`config.mk`:
```
export PLATFORM = sky130hd
export DESIGN_NAME = lcd_text_reader
export DESIGN_NICKNAME = d
export VERILOG_FILES = /design/src/rtl/lcd_text_reader.sv
export SDC_FILE = /design/constraint.sdc
export NUM_CORES = 1
export LEC_CHECK = 0
export ABC_AREA = 1
export CAP_MARGIN = 20
export CORE_UTILIZATION = 30
export CTS_BUF_LIST = sky130_fd_sc_hd__clkbuf_8
export CTS_CLUSTER_DIAMETER = 100
export DETAILED_ROUTE_END_ITERATION = 7
export GPL_ROUTABILITY_DRIVEN = 0
export GPL_TIMING_DRIVEN = 0
export PLACE_DENSITY = 0.62
export SLEW_MARGIN = 20
export SYNTH_ARGS = -nofsm -noshare
export SYNTH_HDL_FRONTEND = slang
export SYNTH_SLANG_ARGS = --single-unit
```
`constraint.sdc`:
```
create_clock -name clk -period 4.1 [get_ports clk]
set_input_delay 0.41 -clock clk [delete_from_list [all_inputs] [get_ports clk]]
set_output_delay 0.41 -clock clk [all_outputs]
set_load 0.02 [all_outputs]
```
`src/rtl/lcd_text_reader.sv`:
```
// lcd_text_reader
//   Text-mode LCD scan-out engine. Free-running horizontal/vertical
//   counters walk the panel raster. For every visible pixel the engine reads
//   the character cell from VRAM, then the matching glyph row from the font
//   ROM, and finally emits one monochrome pixel. VRAM bit 7 of a cell
//   selects inverse video for that cell.
//
//   Pipeline (one pixel per clock, 3 clocks latency):
//     stage 0 : counters -> VRAM address (combinational, cell = 8x16 pixels)
//     stage 1 : VRAM data -> font address (combinational)
//     stage 2 : font data -> pixel bit select and inversion
//     stage 3 : registered panel outputs
//
// Ports
//   clk, rst_n       : clock, asynchronous active-low reset
//   v_adb, v_ceb     : VRAM read address and read enable
//   v_dout           : VRAM read data, valid one clock after the address
//   font_addr        : {char[6:0], glyph_row[3:0]}
//   font_data        : glyph row, valid one clock after font_addr, bit 7 = leftmost
//   lcd_de           : data enable, high on visible pixels
//   lcd_hsync/vsync  : active-low syncs, aligned with pixel data
//   lcd_r/g/b        : RGB565 pixel, all ones (white) or all zeros (black)
//   frame_start      : one-clock pulse at the start of vertical blanking

module lcd_text_reader #(
    parameter int H_ACTIVE = 480,
    parameter int H_FP     = 2,
    parameter int H_SYNC   = 41,
    parameter int H_BP     = 2,
    parameter int V_ACTIVE = 272,
    parameter int V_FP     = 2,
    parameter int V_SYNC   = 10,
    parameter int V_BP     = 2,
    parameter int COLS     = 60
) (
    input  logic        clk,
    input  logic        rst_n,
    output logic [9:0]  v_adb,
    output logic        v_ceb,
    input  logic [7:0]  v_dout,
    output logic [10:0] font_addr,
    input  logic [7:0]  font_data,
    output logic        lcd_de,
    output logic        lcd_hsync,
    output logic        lcd_vsync,
    output logic [4:0]  lcd_r,
    output logic [5:0]  lcd_g,
    output logic [4:0]  lcd_b,
    output logic        frame_start
);

    localparam int H_TOTAL = H_ACTIVE + H_FP + H_SYNC + H_BP;
    localparam int V_TOTAL = V_ACTIVE + V_FP + V_SYNC + V_BP;
    localparam int HW      = $clog2(H_TOTAL);
    localparam int VW      = $clog2(V_TOTAL);

    localparam logic [HW-1:0] H_LAST = HW'(H_TOTAL - 1);
    localparam logic [HW-1:0] H_ACT  = HW'(H_ACTIVE);
    localparam logic [HW-1:0] HS_BEG = HW'(H_ACTIVE + H_FP);
    localparam logic [HW-1:0] HS_END = HW'(H_ACTIVE + H_FP + H_SYNC);
    localparam logic [VW-1:0] V_LAST = VW'(V_TOTAL - 1);
    localparam logic [VW-1:0] V_ACT  = VW'(V_ACTIVE);
    localparam logic [VW-1:0] VS_BEG = VW'(V_ACTIVE + V_FP);
    localparam logic [VW-1:0] VS_END = VW'(V_ACTIVE + V_FP + V_SYNC);
    localparam logic [9:0]    COLS_A = 10'(COLS);

    // Highest cell address the raster can reach; it has to fit the 10-bit bus.
    localparam int MAX_ADDR = ((V_ACTIVE - 1) / 16) * COLS + (H_ACTIVE - 1) / 8;

    generate
        if (MAX_ADDR > 1023 || COLS > 1023) begin : g_addr_check
            $error("lcd_text_reader: text geometry exceeds the 10-bit VRAM address");
        end
    endgenerate

    // ------------------------------------------------------------------
    // Raster counters
    // ------------------------------------------------------------------
    logic [HW-1:0] r_hcnt;
    logic [VW-1:0] r_vcnt;

    always_ff @(posedge clk or negedge rst_n) begin
        if (!rst_n) begin
            r_hcnt <= '0;
            r_vcnt <= '0;
        end else if (r_hcnt == H_LAST) begin
            r_hcnt <= '0;
            r_vcnt <= (r_vcnt == V_LAST) ? '0 : r_vcnt + 1'b1;
        end else begin
            r_hcnt <= r_hcnt + 1'b1;
        end
    end

    // ------------------------------------------------------------------
    // Stage 0: timing decode and VRAM address
    // ------------------------------------------------------------------
    logic       w_active;
    logic       w_hsync_on;
    logic       w_vsync_on;
    logic [9:0] w_row;
    logic [9:0] w_col;
    logic [9:0] w_row_base;
    logic [9:0] w_addr;
    logic [9:0] r_adb_hold;

    assign w_active   = (r_hcnt < H_ACT) && (r_vcnt < V_ACT);
    assign w_hsync_on = (r_hcnt >= HS_BEG) && (r_hcnt < HS_END);
    assign w_vsync_on = (r_vcnt >= VS_BEG) && (r_vcnt < VS_END);

    // Character cells are 8 pixels wide and 16 lines tall.
    assign w_row      = 10'(r_vcnt >> 4);
    assign w_col      = 10'(r_hcnt >> 3);
    assign w_row_base = w_row * COLS_A;
    assign w_addr     = w_row_base + w_col;

    // Outside the visible area the bus keeps the last fetched address so the
    // VRAM address lines stay quiet during blanking.
    always_ff @(posedge clk or negedge rst_n) begin
        if (!rst_n) begin
            r_adb_hold <= '0;
        end else if (w_active) begin
            r_adb_hold <= w_addr;
        end
    end

    // Counters sit at 0/0 during reset, so w_addr is already 0 there; the read
    // enable is gated by reset because that raster position counts as visible.
    assign v_adb = w_active ? w_addr : r_adb_hold;
    assign v_ceb = rst_n & w_active;

    assign frame_start = (r_hcnt == '0) && (r_vcnt == V_ACT);

    // ------------------------------------------------------------------
    // Control delay line: {vsync_on, hsync_on, active}, index = stage.
    // Syncs are carried active-high so a cleared pipeline means "no sync".
    // ------------------------------------------------------------------
    logic [2:0]       w_ctl_s0;
    logic [3:1][2:0]  r_ctl_pipe;

    assign w_ctl_s0 = {w_vsync_on, w_hsync_on, w_active};

    always_ff @(posedge clk or negedge rst_n) begin
        if (!rst_n) begin
            r_ctl_pipe <= '0;
        end else begin
            r_ctl_pipe <= {r_ctl_pipe[2:1], w_ctl_s0};
        end
    end

    // ------------------------------------------------------------------
    // Stage 1: VRAM data -> font address
    // ------------------------------------------------------------------
    logic [2:0] r_hcnt_d1;
    logic [3:0] r_vcnt_d1;

    always_ff @(posedge clk or negedge rst_n) begin
        if (!rst_n) begin
            r_hcnt_d1 <= '0;
            r_vcnt_d1 <= '0;
        end else begin
            r_hcnt_d1 <= r_hcnt[2:0];
            r_vcnt_d1 <= r_vcnt[3:0];
        end
    end

    // Only look up glyphs for visible pixels; keeps the font bus at 0 otherwise.
    assign font_addr = r_ctl_pipe[1][0] ? {v_dout[6:0], r_vcnt_d1} : '0;

    // ------------------------------------------------------------------
    // Stage 2: glyph bit select and inverse video
    // ------------------------------------------------------------------
    logic [2:0] r_hcnt_d2;
    logic       r_inv_d2;
    logic       w_pix;

    always_ff @(posedge clk or negedge rst_n) begin
        if (!rst_n) begin
            r_hcnt_d2 <= '0;
            r_inv_d2  <= 1'b0;
        end else begin
            r_hcnt_d2 <= r_hcnt_d1;
            r_inv_d2  <= v_dout[7];
        end
    end

    // ~x equals 7-x for a 3-bit column: bit 7 is the leftmost pixel.
    assign w_pix = font_data[~r_hcnt_d2] ^ r_inv_d2;

    // ------------------------------------------------------------------
    // Stage 3: registered panel outputs
    // ------------------------------------------------------------------
    logic r_pix_d3;

    always_ff @(posedge clk or negedge rst_n) begin
        if (!rst_n) begin
            r_pix_d3 <= 1'b0;
        end else begin
            r_pix_d3 <= r_ctl_pipe[2][0] & w_pix;
        end
    end

    assign lcd_de    = r_ctl_pipe[3][0];
    assign lcd_hsync = ~r_ctl_pipe[3][1];
    assign lcd_vsync = ~r_ctl_pipe[3][2];
    assign lcd_r     = {5{r_pix_d3}};
    assign lcd_g     = {6{r_pix_d3}};
    assign lcd_b     = {5{r_pix_d3}};

endmodule

```
# After elaboration in Yosys (flattened, before gate mapping)
# Index checks and enable logic that the tools add are counted.
# totals
wordCells	42
input_bits	18
register_bits	50
# classes
order_cmp	7
n_reduce_logical	5
muxes	6
eq_ne	3
bitwise_logic	6
addsub	3
n_mul	1
# ops
op	n
$mux W10	2
$eq A9 B9 Y1 const B	2
$lt A9 B9 Y1 const B	2
$mux W11	1
$add A10 B1 Y10 const B	1
$add A10 B7 Y10	1
$eq A10 B10 Y1 const B	1
$ge A10 B9 Y1 const B	1
$logic_not A10 Y1	1
$lt A10 B10 Y1 const B	1
$lt A10 B9 Y1 const B	1
$add A9 B1 Y9 const B	1
$ge A9 B9 Y1 const B	1
$mux W9	1
$mul A5 B4 Y8 const B	1
$logic_and A1 B1 Y1	4
$lt A3 B4 Y1 const B	1
$bmux W1 S3	1
$not A3 Y3	1
$and A1 B1 Y1	2
$not A1 Y1	2
$mux W1	1
$xor A1 B1 Y1	1

# Logic depth before layout (Yosys ltp)
# Gate-level depths: netlist of the first run.
# depth
ltp_word	5
mapped_depth	17

# Worst setup path before layout of the first run
# No wires, ideal clock.
# synth_timing
path_kind	flip-flop to output port
startpoint	register r_vcnt[6]
endpoint	output v_adb[7]
arrival_ns	3.430
path_stages_with_launch	14
path_slack_ns	0.260
t_required_ns	3.690
cell_sequence	dfrtp_1 -> inv_1 -> fa_1 -> fa_1 -> inv_1 -> ha_1 -> xnor2_1 -> ha_1 -> nand2_1 -> inv_1 -> nand2_1 -> nand3_1 -> xor2_1 -> o21ai_0
# synth_between
elab_chain_cells	3
# synth_lines
element	line_no	text
from (decl)	80	logic [VW-1:0] r_vcnt;
from (signal assigned)	88	r_vcnt <= (r_vcnt == V_LAST) ? '0 : r_vcnt + 1'b1;
$mul A5 B4 Y8 / $lt A9 B9 Y1 (equally long branches)	113, 106	
$add A10 B7 Y10 / $logic_and A1 B1 Y1 (equally long branches)	114, 106	
$mux W10 (*)	128	assign v_adb = w_active ? w_addr : r_adb_hold;
to (decl)	38	output logic [9:0] v_adb,
# Every way passes the cells marked *; elsewhere a longest branch is shown, timed or not.

# Worst setup path in the final report of the first run
# layout_timing
startpoint	register r_vcnt[4]
endpoint	output v_adb[8]
# The elaborated chain is that of the path after synthesis.

==> results of run 1 <==
## kinds of logic after synthesis
kind of cell	share of synthesized area [%]
AND/OR/NAND/NOR	22.8
buffers and inverters	12.6
flip-flops	39.2
adder cells (fa/ha/maj)	15.6
AO/OA/AOI/OAI	6.27
XOR/XNOR	3.57
## worst register-to-register path, cell delays in order, from the launching register on
cell and delay (ps):
sky130_fd_sc_hd__dfrtp_2 440, sky130_fd_sc_hd__fa_1 530, sky130_fd_sc_hd__fa_1 540, sky130_fd_sc_hd__inv_2 50
sky130_fd_sc_hd__fa_2 510, sky130_fd_sc_hd__inv_1 60, sky130_fd_sc_hd__ha_4 230, sky130_fd_sc_hd__a21oi_1 150
sky130_fd_sc_hd__nand2_1 90, sky130_fd_sc_hd__nand2_1 80, sky130_fd_sc_hd__inv_2 50, sky130_fd_sc_hd__o21ai_1 110
sky130_fd_sc_hd__nand2_1 60, sky130_fd_sc_hd__nand3_1 80, sky130_fd_sc_hd__nand2_1 70
## registers in the layout, summed over array words and instances (netlist names), 3 cells and up
| register | cells |
|---|---|
| r_hcnt_d2 | 3 |
| r_vcnt_d1 | 4 |
| r_hcnt | 10 |
| r_ctl_pipe | 8 |
| r_adb_hold | 10 |
| r_vcnt | 9 |
| r_hcnt_d1 | 3 |
## cell type report
type                    instances  share of cell area, %
clock inverters                 3                  0.573
flip-flops and latches         50                   30.3
inverters                      67                   6.21
multi-input cells             238                   37.9
clock buffers                   5                   1.66
repair buffers                 67                   15.8
plain buffers                  19                   3.53
well taps                     136                   4.10
## cell usage after synthesis, drive strengths merged
library cell	count
a2111oi	1
a21oi	8
a31oi	1
buf	18
clkbuf	1
clkinv	1
dfrtp	50
fa	8
ha	27
inv	66
nand2	84
nand3	23
nand3b	1
nand4	13
nor2	30
nor3	4
nor4	2
o21ai	17
o21bai	1
o31ai	5
xnor2	5
xor2	8
## cells in the final DEF (no fill, tap or decap), drive strengths merged, types with 2 or more instances in the layout
| cell | count |
|---|---|
| inv | 67 |
| ha | 27 |
| fa | 8 |
| clkinvlp | 2 |
| o21ai | 17 |
| nand4 | 13 |
| a21oi | 8 |
| dfrtp | 50 |
| clkbuf | 6 |
| nand3 | 23 |
| clkdlybuf4s50 | 53 |
| buf | 31 |
| nor3 | 4 |
| xnor2 | 5 |
| xor2 | 8 |
| nor2 | 30 |
| nor4 | 2 |
| nand2 | 84 |
| o31ai | 5 |
## how the worst min path moves through the flow
stage | from | to | slack [ps] | cells past startpoint
detailed placement | r_ctl_pipe[4]$_DFF_PN0_ | r_ctl_pipe[7]$_DFF_PN0_ | 340 | 0
global route | rst_n | r_adb_hold[5]$_DFF_PN0_ | 70 | 1
CTS | rst_n | r_adb_hold[3]$_DFF_PN0_ | 50 | 1
floorplan | rst_n | lcd_de$_DFF_PN0_ | 110 | 0
finish | rst_n | r_adb_hold[3]$_DFF_PN0_ | 40 | 1
global placement | r_hcnt_d1[2]$_DFF_PN0_ | r_hcnt_d2[2]$_DFF_PN0_ | 330 | 0
## what timing repair did
item | 4_1_cts | 5_1_grt
hold buffers | 0 | 0
pin swaps | 1 | 1
endpoints found under the setup margin | 5 | 5
resized for setup | 29 | 13
buffers inserted | 5 | 2
## power groups by stage
| stage | sequential, mW | combinational [mW] | clock (mW) |
|---|---|---|---|
| 2_1_floorplan | 0.506 | 0.0445 | 0 |
| 3_3_place_gp | 0.507 | 0.101 | 0 |
| 3_5_place_dp | 0.507 | 0.105 | 0 |
| 4_1_cts | 0.497 | 0.105 | 0.304 |
| 5_1_grt | 0.498 | 0.111 | 0.331 |
| 6_report | 0.497 | 0.103 | 0.295 |
## routing by layer
layer  track usage [%]  wire (um)  share of wire, %
met1              15.3       2770                43
met4              4.23         97               1.5
met3              2.81        285               4.4
met5                 0          0                 0
met2              21.6       3280                51
==> metrics.sh, run 1 <==
INITIAL_CORE_UTILIZATION_PCT=30.9
PATH_CELLS='fa_1, fa_1, inv_2, fa_2, inv_1, ha_4, a21oi_1, nand2_1, nand2_1, inv_2, o21ai_1, nand2_1, nand3_1, nand2_1, buf_4'
REG2REG_SLACK_PS=940
GRT_OVERFLOW=0
WORSTREGTOREGCELLS=14
STATUS='finished clean'
DETAILED_PLACE_HPWL_UM=5020
POWER.IR.VDD_WORST_mV=0.126
SYNTH.TOP_CELLS.BY_AREA='sky130_fd_sc_hd__dfrtp_1 39%, sky130_fd_sc_hd__ha_1 11%, sky130_fd_sc_hd__nand2_1 9.6%, sky130_fd_sc_hd__inv_1 6.9%, sky130_fd_sc_hd__fa_1 5.0%'
DIE_H_UM=105
CLOCKBUFFERDEPTH=2
NETSWITCHINGFRACTION_PCT=24.6
POST-ROUTE-CELL-AREA_MM2=0.00415
CAP_VIOLATIONS=0
CRIT_TYPE='register to output pin'
NETLIST_INSTANCES=374
TIMING.CRITICAL_PATH.FROM='r_vcnt[4]$_DFFE_PN0P_'
TOTALNEGATIVESETUPSLACK_PS=0
PORT-BUFFER-COUNT=59
GRT_SETUP_UNREPAIRED='yes'
DETAILED_PLACE.AREA_MM2=0.00397
TIMING.CRITICAL_PATH.DEPTH=15
POST_DRT_WL_PER_CELL_UM=11.0
FINAL_CORE_UTILIZATION_PCT=40.2
DR.PASS1.ITERS=4
SHARE_OF_FINAL_LAYOUT_STANDARD_CELLS_STRONGER_THAN_DRIVE_STRENGTH_1_PCT=16.7
FINAL_MAX_SLEW_VIOLS=0
FINAL_NET_COUNT=501
SYNTH_TOP_AREA_SHARE_PCT=39.2
CRITICAL_PATH_LAUNCH_POINT_TYPE='register'
INTERNAL_PORTION_OF_TOTAL_POWER_uW=675
CLK_ROOT_BUFFER_CELL='sky130_fd_sc_hd__clkbuf_8'
MULTI_INPUT_COMB_AREA_MM2=0.00157
NUMBER_OF_ANTENNA_VIOLATIONS_AT_THE_FIRST_CHECK_IN_GLOBAL_ROUTING=0
NUMBER_OF_VIAS_PER_CELL_AFTER_DETAILED_ROUTING=4.37
TIMING.RR.START='r_vcnt[4]$_DFFE_PN0P_'
CTS_TREE='built'
YOSYS.AREA.TOP_TYPE='sky130_fd_sc_hd__dfrtp_1'
CLOCK_PIN_SLEW_REPORTED_FOR_THE_WORST_SETUP_AND_HOLD_PATHS_AFTER_CLOCK_TREE_SYNTHESIS_PS=90
SYNTH.FF_LATCH_COUNT=50
HOLD_WS_PS=42.4
GRT_START_MAX_NET_PINS=34
P_LEAK_nW=2.15
POWER.DENSITY_mW_PER_MM2=216
GRTUSAGETOTAL_PCT=12.5
CRITPATHCAPTURE='v_adb[8]'
SETUP_VIOL=0
FIN_CRIT_SH_PCT=95.5
CLOCK_SINKS=50
NUMBER_OF_GLOBAL_ROUTE_VIAS_BEFORE_REPAIR=2426
PLACE_WS_PS=-328
NET_SW_POWER_uW=220
CLOCK_LATENCY_PS=310
SEQ_POWER_SHARE_PCT=55.5
FLOORPLAN.DIE_AREA_MM2=0.0111
DETAIL_ROUTE.WIRELENGTH_UM=6440
H-TREE-DEPTH=2
DRCVIOLATIONCOUNT=0
CRIT_FANOUT=4
SYNTH.AVG_CELL_AREA_UM2=8.54
SYNTH_AREA_MM2=0.00319
CRIT_FAMILY='adder cells'
REGTOREGENDPOINT='r_adb_hold[8]$_DFF_PN0_'
CLOCK_SKEW_PS=9.38
CRIT_PATH_MAX_INCR_DELAY_PS=540
CRITICAL_PATH_BUF_INV_COUNT=4
SYNTH_CELL_TYPE_COUNT=31
REQUIRED_PS=3690
COMBPWRFRAC_PCT=11.5
REPORT.POWER.TOTAL_uW=895
CLOCKPOWERSHARE_PCT=33.0
FLOORPLAN.ROWS=37
FLOORPLAN.CORE_AREA_MM2=0.0103
DIE_WIDTH_UM=105
CRIT_PATH_END_KIND='output pin'
TIMING.CRITICAL_PATH.MODE_CELL='sky130_fd_sc_hd__nand2_1'
LAYOUT.AREA.SEQ_MM2=0.00126
ROUTED-VIA-COUNT=2558
CTS_INSERTED_BUFFERS=5
FILLER_CELL_COUNT=1008
FINAL_PERIOD_MINUS_WORST_SETUP_SLACK_PS=3920
SYNTH_FP_NETS=427
AREA_DELTA_SYNTH_FINAL_PCT=29.9
FINALHOLDVIOLCOUNT=0
ROUTE.ANTENNA.REMAINING_NETS=0
PLACED_CELLS_INCL_TAPS=570
DETAIL_ROUTE.ITER0.VIOLATIONS=120
SYNTH_SEQUENTIAL_AREA_RATIO_PCT=39.2
MIN-DELAY-PATH-CLASS='input pin to asynchronous set/reset pin'
GRT_PASS1_WL_UM=11100
POSTLAYOUTSETUPSLACKWORST_PS=184
MAX_FREQ_MHz=255
IO-PIN-COUNT=60
MAX_SLEW_MARGIN_PCT=57.4
WORST-ENDPOINT-ARRIVAL_PS=3510
ANTENNA_CELLS=0
CRITICAL_PATH.SLOWEST_CELL='sky130_fd_sc_hd__fa_1'
MAX_SLEW.WORST_PIN.SLEW_PS=622
FINAL-INSTANCE-COUNT-EXCL-FILL=585
YOSYS_WARNINGS=0
Note: power is estimated with default switching activity, not from simulation.
==> run 2, diff against run 1 <==
--- a/config.mk
+++ b/config.mk
@@ -7,11 +7,11 @@
 export LEC_CHECK = 0
 export ABC_AREA = 1
 export CAP_MARGIN = 20
+export CORE_MARGIN = 8
 export CORE_UTILIZATION = 30
 export CTS_BUF_LIST = sky130_fd_sc_hd__clkbuf_8
 export CTS_CLUSTER_DIAMETER = 100
 export DETAILED_ROUTE_END_ITERATION = 7
-export GPL_ROUTABILITY_DRIVEN = 0
 export GPL_TIMING_DRIVEN = 0
 export PLACE_DENSITY = 0.62
 export SLEW_MARGIN = 20
==> run 2 against run 1 <==
Compared with the run above: first-iteration DRC count shrank 23%; count of clock-buffer cells in the layout did not move; non-clock buffer count up 2; final cell count increased by 0.34%; fmax down 1.2%; power is 7.1% higher; die area is 28% higher; critical path type unchanged; critical endpoint is now v_adb[7]; largest cell class unchanged.
==> metrics.sh, run 2 (synthesis results as in run 1) <==
MAX_SLEW.WORST_PIN.SLEW_PS=575  # -47.0 ps
SHARE_OF_FINAL_LAYOUT_STANDARD_CELLS_STRONGER_THAN_DRIVE_STRENGTH_1_PCT=17.5  # +0.81 points
DIE_H_UM=119  # +13%
NUMBER_OF_GLOBAL_ROUTE_VIAS_BEFORE_REPAIR=2602  # +7.3%
CLK_ROOT_BUFFER_CELL='sky130_fd_sc_hd__clkbuf_8'
CRIT_FAMILY='adder cells'
HOLD_WS_PS=38.6  # -3.74 ps
SETUP_VIOL=0  # unchanged
POST-ROUTE-CELL-AREA_MM2=0.00421  # +1.5%
REQUIRED_PS=3690  # about the same
GRT_START_MAX_NET_PINS=34  # unchanged
CRITICAL_PATH.SLOWEST_CELL='sky130_fd_sc_hd__fa_1'
LAYOUT.CELLS.MOST_COMMON='sky130_fd_sc_hd__nand2_1'
DETAILED_PLACE_HPWL_UM=5360  # +6.8%
MIN-DELAY-PATH-CLASS='input pin to asynchronous set/reset pin'
MAX_SLEW_MARGIN_PCT=60.7  # +3.2 points
ROUTED-VIA-COUNT=2534  # -0.94%
POWER.IR.VDD_WORST_mV=0.148  # +18%
PORT-BUFFER-COUNT=59  # unchanged
CLOCK_PIN_SLEW_REPORTED_FOR_THE_WORST_SETUP_AND_HOLD_PATHS_AFTER_CLOCK_TREE_SYNTHESIS_PS=90  # about the same
CAP_VIOLATIONS=0  # unchanged
FINAL_CORE_UTILIZATION_PCT=40.8  # +0.62 points
FLOORPLAN.CORE_AREA_MM2=0.0103  # unchanged
DETAILROUTE.WIRELENGTH.MET3_UM=414  # +45%
CRIT_FANOUT=4  # unchanged
DR.PASS1.ITERS=4  # unchanged
DRCVIOLATIONCOUNT=0  # unchanged
IO-PIN-COUNT=60  # unchanged
TOTALNEGATIVESETUPSLACK_PS=0  # unchanged
AREA_DELTA_SYNTH_FINAL_PCT=31.9
FINAL_NET_COUNT=503  # +0.40%
CTS_TREE='built'
ANTENNA_CELLS=0  # unchanged
FIN_CRIT_SH_PCT=96.7  # +1.2 points
REG2REG_SLACK_PS=830  # -110 ps
WL_MET1_UM=2990  # +7.6%
GRTUSAGETOTAL_PCT=10.1  # -2.4 points
H-TREE-DEPTH=2  # unchanged
CTS_INSERTED_BUFFERS=5  # unchanged
FINAL_PERIOD_MINUS_WORST_SETUP_SLACK_PS=3960  # +48.7 ps
LARGEST_REGISTERS='r_adb_hold x10, r_hcnt x10, r_vcnt x9'
CLOCK_LATENCY_PS=310  # about the same
CRIT_TYPE='register to output pin'
GLOBALPLACE.CONGESTION=0.846
POST_DRT_WL_PER_CELL_UM=11.6  # +5.7%
PATH_CELLS='fa_1, fa_1, inv_1, fa_2, xnor2_2, ha_1, nand2_1, inv_2, nand4_1, nand3_2, xor2_1, o21ai_1, buf_4'
TOP_SIGNAL_LAYER_USED='met4'
FINALHOLDVIOLCOUNT=0  # unchanged
POWER.DENSITY_mW_PER_MM2=228  # +5.5%
POSTLAYOUTSETUPSLACKWORST_PS=135  # -48.7 ps
CLOCKBUFFERDEPTH=2  # unchanged
FLOORPLAN.DIE_AREA_MM2=0.0142  # +28%
CRIT_PATH_MAX_INCR_DELAY_PS=540  # about the same
CRITICAL_PATH_BUF_INV_COUNT=3  # -1
INITIAL_CORE_UTILIZATION_PCT=30.9  # unchanged
NUMBER_OF_VIAS_PER_CELL_AFTER_DETAILED_ROUTING=4.32  # -1.3%
P_LEAK_nW=2.18  # +1.3%
DIE_WIDTH_UM=119  # +13%
ROUTE.ANTENNA.REMAINING_NETS=0  # unchanged
GRT_OVERFLOW=0  # unchanged
STATUS='finished clean'
CLOCK_SINKS=50  # unchanged
MET2_WIRELENGTH_UM=3330  # +1.5%
NUMBER_OF_ANTENNA_VIOLATIONS_AT_THE_FIRST_CHECK_IN_GLOBAL_ROUTING=0  # unchanged
GRT_SETUP_UNREPAIRED='yes'
DETAILED_PLACE.AREA_MM2=0.00397  # unchanged
FINAL_MAX_SLEW_VIOLS=0  # unchanged
CLOCK_SKEW_PS=9.87  # +0.495 ps
CRIT_PATH_END_KIND='output pin'
GRT_PASS1_WL_UM=12100  # +9.1%
TIMING.CRITICAL_PATH.MODE_CELL='sky130_fd_sc_hd__fa_1'
PLACE_WS_PS=-323  # +4.36 ps
LAYOUT.CELLS.MOST_COMMON_LIST='81 x sky130_fd_sc_hd__nand2_1, 54 x sky130_fd_sc_hd__inv_1, 53 x sky130_fd_sc_hd__clkdlybuf4s50_1, 46 x sky130_fd_sc_hd__dfrtp_1'
MAX_FREQ_MHz=252  # -1.2%
CRITICAL_PATH_LAUNCH_POINT_TYPE='register'
DETAIL_ROUTE.WIRELENGTH_UM=6830  # +6.0%
FLOORPLAN.ROWS=37  # unchanged
WORST-ENDPOINT-ARRIVAL_PS=3550  # +40 ps
DETAIL_ROUTE.ITER0.VIOLATIONS=93  # -23%
-- run 2: cell types whose count changed in the layout (fill, tap and decap cells not counted), sizes merged --
cell / before / now
buf: 31 / 33
bufinv: 0 / 1
clkinvlp: 2 / 1
-- run 2: power by group --
group	internal, mW	switching (mW)	total [mW]
registers	0.494	0.00304	0.497
clock network	0.186	0.172	0.358
logic	0.0586	0.0449	0.104
-- run 2: through the flow --
step	power, mW	std cells
finish	0.959	587
global route	1.01	587
CTS	0.974	584
detailed placement	0.613	570
global placement	0.610	569
floorplan	0.551	374
-- run 2: per-layer routing --
layer | up-vias | GRT usage (%)
met5 | - | 0
met4 | 0 | 2.61
met3 | 9 | 3.16
met2 | 54 | 17.4
met1 | 1159 | 11.8
li1 | 1312 | -
-- run 2: path summary, 6_finish.rpt --
path	startpoint	depth (start not counted)	end
worst max-delay path	r_vcnt[4]$_DFFE_PN0P_	13	v_adb[7]
worst min-delay path	rst_n	1	r_adb_hold[3]$_DFF_PN0_
worst max register to register	r_vcnt[4]$_DFFE_PN0P_	13	r_adb_hold[7]$_DFF_PN0_
worst min register to register	r_ctl_pipe[5]$_DFF_PN0_	0	r_ctl_pipe[8]$_DFF_PN0_
max in group asynchronous	rst_n	2	r_vcnt[4]$_DFFE_PN0P_
min in group clk	r_ctl_pipe[5]$_DFF_PN0_	0	r_ctl_pipe[8]$_DFF_PN0_
-- run 2: cell type report --
cell class                 instances  area, um2
fill                             997       6110
clock inverter                     3       48.8
inverter                          67        260
clock buffer                       5       68.8
timing repair buffer              69        669
multi-input combinational        238       1590
sequential                        50       1260
buffer                            19        146
tap                              136        170
-- run 2: timing repair --
item | in CTS | in global routing
resized for setup | 28 | 17
pin swaps | 2 | 8
setup endpoints to repair | 5 | 5
buffers inserted | 6 | 3
endpoints found under the hold margin | 0 | 0
hold buffers | 0 | 0
